`src/rtl/fft_input_packer.sv`:
```
// Serial-to-parallel input stage of the 256-point FFT: packs eight accepted
// samples into one 8-lane word and steers whole frames into alternating banks.
module fft_input_packer #(
  parameter int DATA_WIDTH = 56,
  parameter int FRAME_LEN  = 256
) (
  input  logic                  clk,
  input  logic                  reset,
  input  logic                  in_valid,
  input  logic                  in_sop,
  input  logic [DATA_WIDTH-1:0] in_data,
  output logic [DATA_WIDTH-1:0] out0,
  output logic [DATA_WIDTH-1:0] out1,
  output logic [DATA_WIDTH-1:0] out2,
  output logic [DATA_WIDTH-1:0] out3,
  output logic [DATA_WIDTH-1:0] out4,
  output logic [DATA_WIDTH-1:0] out5,
  output logic [DATA_WIDTH-1:0] out6,
  output logic [DATA_WIDTH-1:0] out7,
  output logic                  data_valid,
  output logic                  bank,
  output logic                  frame_done,
  output logic                  sop_err
);

  localparam int GRP_W = $clog2(FRAME_LEN / 8);
  localparam logic [GRP_W-1:0] GRP_LAST = GRP_W'(FRAME_LEN / 8 - 1);

  typedef enum logic {WAIT_SOP, RUN} state_t;

  state_t                  state;
  logic [2:0]              lane_cnt;
  logic [GRP_W-1:0]        grp_cnt;
  logic [DATA_WIDTH-1:0]   hold [0:7];
  logic                    accept;
  logic                    first_idx;
  logic                    sop_bad;

  assign accept    = in_valid && (state == RUN || in_sop);
  assign first_idx = (lane_cnt == 3'd0) && (grp_cnt == '0);
  // Misplaced SOPs are only flagged; alignment is kept so the downstream
  // free-running write pointer stays in step with the sample index.
  assign sop_bad   = (state == RUN) && (first_idx != in_sop);

  always_ff @(posedge clk) begin
    if (reset) begin
      state      <= WAIT_SOP;
      lane_cnt   <= '0;
      grp_cnt    <= '0;
      for (int k = 0; k < 8; k++) hold[k] <= '0;
      out0       <= '0;
      out1       <= '0;
      out2       <= '0;
      out3       <= '0;
      out4       <= '0;
      out5       <= '0;
      out6       <= '0;
      out7       <= '0;
      data_valid <= 1'b0;
      frame_done <= 1'b0;
      sop_err    <= 1'b0;
      bank       <= 1'b0;
    end else begin
      data_valid <= 1'b0;
      frame_done <= 1'b0;
      sop_err    <= accept && sop_bad;
      if (frame_done) bank <= ~bank;
      if (accept) begin
        state          <= RUN;
        hold[lane_cnt] <= in_data;
        lane_cnt       <= lane_cnt + 3'd1;
        if (lane_cnt == 3'd7) begin
          out0       <= hold[0];
          out1       <= hold[1];
          out2       <= hold[2];
          out3       <= hold[3];
          out4       <= hold[4];
          out5       <= hold[5];
          out6       <= hold[6];
          out7       <= in_data;
          data_valid <= 1'b1;
          frame_done <= (grp_cnt == GRP_LAST);
          grp_cnt    <= grp_cnt + GRP_W'(1);
        end
      end
    end
  end

endmodule
```
`config.mk`:
```
export PLATFORM = sky130hd
export DESIGN_NAME = fft_input_packer
export DESIGN_NICKNAME = d
export VERILOG_FILES = /design/src/rtl/fft_input_packer.sv
export SDC_FILE = /design/constraint.sdc
export NUM_CORES = 1
export LEC_CHECK = 0
export ABC_AREA = 1
export CORE_AREA = 2 2 209 253
export CTS_BUF_LIST = sky130_fd_sc_hd__clkbuf_8
export CTS_CLUSTER_DIAMETER = 150
export DETAILED_ROUTE_END_ITERATION = 12
export DIE_AREA = 0 0 211 255
export PLACE_DENSITY = 0.94
export SYNTH_ARGS = -nofsm -noshare
export SYNTH_HDL_FRONTEND = slang
export SYNTH_SLANG_ARGS = --single-unit
```
`constraint.sdc`:
```
create_clock -name clk -period 15 [get_ports clk]
set_input_delay 3.75 -clock clk [delete_from_list [all_inputs] [get_ports clk]]
set_output_delay 3.75 -clock clk [all_outputs]
set_load 0.02 [all_outputs]
```
**Word level (Yosys, flattened, before mapping)**

Memories as Yosys holds them, arrays and structs flattened. A register that Yosys moved wholly into a read port is not among the register bits.
Cells that the tools add are included.

- Flip-flop bits (word level): 69
- Latch bits: 0
- Bits in writable memories: 448
- ROM bits: 0
- Input port bits: 60
- Output and inout port bits: 452
- Logic and storage cells: 37
- Memories: 1

Memory list:

| memory | depth | width | rd ports | clocked after memory_dff | write ports | RTL line | RTL |
|---|---|---|---|---|---|---|---|
| hold | 8 | 56 | 7 | 7 | 8 | 34 | `logic [DATA_WIDTH-1:0] hold [0:7];` |

- Add/subtract/negate cells: 2
- Multipliers: 0
- Divide/modulo/power cells: 0
- Order comparisons: 0
- Eq/ne operators: 3
- Shifts and indexed selects: 0
- Multiplexer cells: 9
- Bitwise gates (word level): 3
- Reduce and logical (&&, ||, !) cells: 11

Operator list:

| operator | count |
|---|---|
| 56-bit two-way mux | 1 |
| 56-bit OR reduction | 1 |
| 1-bit two-way mux | 7 |
| 5-bit by 1-bit adder with 5-bit output, second input constant | 1 |
| 5-bit equality test, second input constant | 1 |
| 5-bit logical NOT | 1 |
| 1-bit logical AND | 4 |
| 3-bit by 1-bit adder with 3-bit output, second input constant | 1 |
| 3-bit equality test, second input constant | 1 |
| 3-bit logical NOT | 1 |
| 3-bit two-way mux | 1 |
| 1-bit inverter | 3 |
| 3-bit OR reduction | 1 |
| 2-bit AND reduction | 1 |
| 2-bit OR reduction | 1 |
| 1-bit logical OR | 1 |
| 1-bit inequality test | 1 |

**Logic depth before layout (Yosys ltp)**

- Depth in word-level cells: 7
- Gate-level depth with buffers: 9

**Worst setup path before layout**

No wires, ideal clock.

- Kind: in2reg
- Start: input port in_valid
- End: memory hold[3][0] (enable)
- Data arrival time: 7,926 ps
- Data required time: 14,453 ps
- Slack: 6,527 ps
- Stages on the path: 2
- Buffers on the path: 0
- Path through: o21ai_0 o21ai_0

RTL lines:

| item | RTL line | RTL |
|---|---|---|
| start, declared | 9 | `input logic in_valid,` |
| end, declared | 34 |  |

**Worst setup path in the final report**

- Start: input port in_sop
- End: register out2[21] (read register of hold)

- Longest elaborated chain between the ends: 3

RTL lines:

| item | RTL line | RTL |
|---|---|---|
| start, declared | 10 | `input logic in_sop,` |
| 1-bit logical OR | 39 | `assign accept = in_valid && (state == RUN \|\| in_sop);` |
| 1-bit logical AND | 39 |  |
| 2-bit AND reduction (no source line) | -- |  |
| end, declared | 14 | `output logic [DATA_WIDTH-1:0] out2,` |

No other way between the ends.
A chain may end at the register's enable or synchronous reset.

==> summary.txt <==
CTS
  • Clock root buffer: clkbuf_8
  • H-tree levels: 3
  • CTS Buf Count: 119
  • CTS clk-pin slew, worst paths: 0.07 ns
  • Number of post-CTS setup repair buffers: 0
  • Total clock sinks: 853
  • Cts hold-fix bufs: 0
  • Clock latency on the worst-skew pair: 0.73 ns
  • Resize count post-CTS: 0
  • CTS tree: built
  • CTS Buffer Depth: 3

Floorplanning
  • Starting Density: 58.1%
  • Boundary pin count: 512
  • Horiz. Die Dim: 211 um
  • Die Ht: 255 um
  • Core Rows: 92
  • Die ar.: 53800 sq um
  • Core area: 51700 sq um

GRT
  • Largest net degree at the start of global routing: 199
  • Total gr overflow: 0
  • Antenna violations before repair: 2
  • Vias in the first global route: 24000
  • GRT Util Overall: 33.5%
  • First-pass GRT wire length: 137000 um

Worst hold path
  • Hold path cells: 2
  • Worst Hold Endpoint: out4[23]$_SDFFE_PP0P_
  • Hold Path Origin: out4[23]$_SDFFE_PP0P_
  • Hold Path Class: flop to flop

Route
  • Final WL: 92400 um
  • Vias per cell: 5.90
  • Final ANT Viol Nets: 0
  • DRT Pass-1 Iters: 7
  • First DRT Iteration DRCs: 3127
  • DRC Markers: 0
  • Via count: 24500
  • WL/cell: 22.3 um

Synth
  • Mapped Avg Cell Area: 10.2 sq um
  • Post-synth top area share: 39.2%
  • Synthesized area: 30000 sq um
  • Synth Register Bits: 853
  • Area contributors post-synth: edfxtp_1 (39%), dfxtp_1 (31%), nand2_1 (12%), a21oi_1 (7.6%), nor3_1 (3.7%)
  • Cells after Synth: 2946
  • Post-synth top area cell: edfxtp_1
  • Post-Synthesis Net Count: 3012
  • Seq/Total Area, Yosys: 70.0%
  • Yosys Warn Count: 0
  • Yosys cell types: 22

Layout
  • Fillcell total: 3069
  • Fin area: 37700 sq um
  • Layout cell share with drive strength beyond 1: 5.82%
  • Commonest non-fill, non-tap cells in the layout: nand2_1 (915), clkdlybuf4s50_1 (510), dfxtp_1 (461), a21oi_1 (455), edfxtp_1 (392)
  • Layout area overhead: 25.6%
  • Layout Utilization: 72.9%
  • Post-layout nets: 3446
  • Most common cell after layout, fill and taps aside: nand2_1

Place
  • Post-DP HPWL: 51600 um
  • Placer Congestion: 0.808
  • DP Worst Slack: 7.79 ns
  • Placed Area: 35300 sq um
  • Port bufs: 511

Critical path
  • Largest delay share family, worst path: buffers and inverters
  • Crit path max fanout: 198
  • CP Launch Type: input port
  • Data required time at the worst endpoint: 15.64 ns
  • WS Path Type: input port to flop
  • R2r startpoint: lane_cnt[0]$_SDFFE_PP0P_
  • Worst R2R Path Depth: 7
  • Crit-path cells: clkdlybuf4s50_1 -> nor2_2 -> nor2_4 -> nand2_4 -> buf_12 -> buf_4 -> nand2_1 -> a21oi_1
  • R2R Path End: out2[21]$_SDFFE_PP0P_
  • Setup slack on the worst flop-to-flop path: 11.13 ns
  • Critical path buffers and inverters: 3
  • Crit end category: flop
  • Worst path arrival time: 7.50 ns
  • CP max stage delay: 0.81 ns
  • Slowest cell on crit path: buf_4

Power and ir drop
  • Maximum vdd drop: 0.0766 mV
  • Logic pwr share: 3.7%
  • Power Density: 119 nW/um^2
  • NetSw: 1.04 mW
  • Leakage Power: 12.9 nW
  • Clk pwr share: 40.5%
  • Cell internal pwr: 3.45 mW
  • Flop pwr share: 55.8%
  • Total power: 4.49 mW
  • Sw Share: 23.2%

Outcome
  • Status: completed

STA
  • Max frequency: 0.146 GHz
  • Fin crit period: 6.86 ns
  • Final hold vios: 0
  • Final WS setup: 8.14 ns
  • Endpoints failing setup: 0
  • Fin crit share: 45.8%
  • RSZ-0062 raised after global routing: no
  • Tightest Pin Transition: 1.33 ns
  • Layout Skew: 0.0289 ns
  • Pins Over Slew Limit: 0
  • Slew margin rel.: 10.9%
  • Fin Setup TNS: 0 ns

Run
  • Max-Cap Viols: 0
-- registers in the layout, indices dropped and copies added, names as in the netlist --
register / flops
out5: 56
out4: 56
grp_cnt: 5
data_valid: 1
frame_done: 1
out2: 56
out1: 56
out7: 56
sop_err: 1
out6: 56
lane_cnt: 3
out3: 56
hold: 392
bank: 1
state: 1
out0: 56
-- power groups by stage --
| stage | registers, mW | logic (mW) | clock network (mW) |
|---|---|---|---|
| finish | 2.50 | 0.168 | 1.82 |
| CTS | 2.50 | 0.163 | 1.82 |
| floorplan | 2.55 | 0.0816 | 0 |
| global route | 2.51 | 0.174 | 1.92 |
| detailed placement | 2.55 | 0.161 | 0 |
| global placement | 2.55 | 0.157 | 0 |
-- area by class of cell --
type                    count  area, sq um  share of cell area [%]
inverters                  66          248                   0.657
repair buffers            531         5300                    14.0
multi-input cells        1809         7900                    20.9
clock buffers             143         1970                    5.22
clock inverters            84          467                    1.24
diodes                      1         2.50                 0.00664
well taps                 658          823                    2.18
flip-flops and latches    853        21000                    55.7
-- worst reg2reg max path, stage by stage (launching register included) --
cell	delay, ns
dfxtp_1	0.41
ha_1	0.25
ha_1	0.23
nand2_4	0.59
buf_12	0.52
buf_4	1.24
nand2_1	0.24
a21oi_1	0.29
-- per-stage QoR --
stage / cells / hold slack [ns]
after floorplan: 2946 / 0.462
after global placement: 3917 / 0.451
after detailed placement: 3917 / 0.454
after CTS: 4144 / 0.464
after global routing: 4145 / 0.478
final: 4145 / 0.463
-- cells in the mapped netlist, drive strengths merged --
library cell,instances
inv,66
nor3,225
ha,6
nand4,3
edfxtp,392
clkbuf,91
dfxtp,461
nand2,922
buf,127
nor3b,1
nand3,7
nor2,180
a21oi,455
xnor2,1
xor2,1
o21ai,8
-- worst max path at each step --
| stage | startpoint | to | slack, ns | cells after the start |
|---|---|---|---|---|
| after floorplan | in_valid | hold[3][0]$_SDFFCE_PN0P_ | 6.53 | 2 |
| after global placement | in_sop | out6[24]$_SDFFE_PP0P_ | 7.94 | 8 |
| after detailed placement | in_sop | out2[20]$_SDFFE_PP0P_ | 7.79 | 8 |
| after CTS | in_sop | out2[21]$_SDFFE_PP0P_ | 8.45 | 8 |
| after global routing | in_sop | out2[21]$_SDFFE_PP0P_ | 8.17 | 8 |
| final | in_sop | out2[21]$_SDFFE_PP0P_ | 8.14 | 8 |
-- logic make-up after synthesis --
| family | share of synthesized area [%] |
|---|---|
| buffers and inverters | 4.19 |
| XOR/XNOR | 0.0584 |
| flip-flops | 70.0 |
| adder cells (fa/ha/maj) | 0.250 |
| AND/OR/NAND/NOR | 17.8 |
| AO/OA/AOI/OAI | 7.72 |
-- metal layers --
metal  vias up  global-route usage (%)  part of all wire, %
met1     11600                    39.2                   34
met3       416                    9.13                   11
met2      1711                    53.4                   47
li1      10700                       -                    -
met4         0                    24.7                  7.5
met5         -                       0                    0
Note: power is estimated with default switching activity, not from simulation.
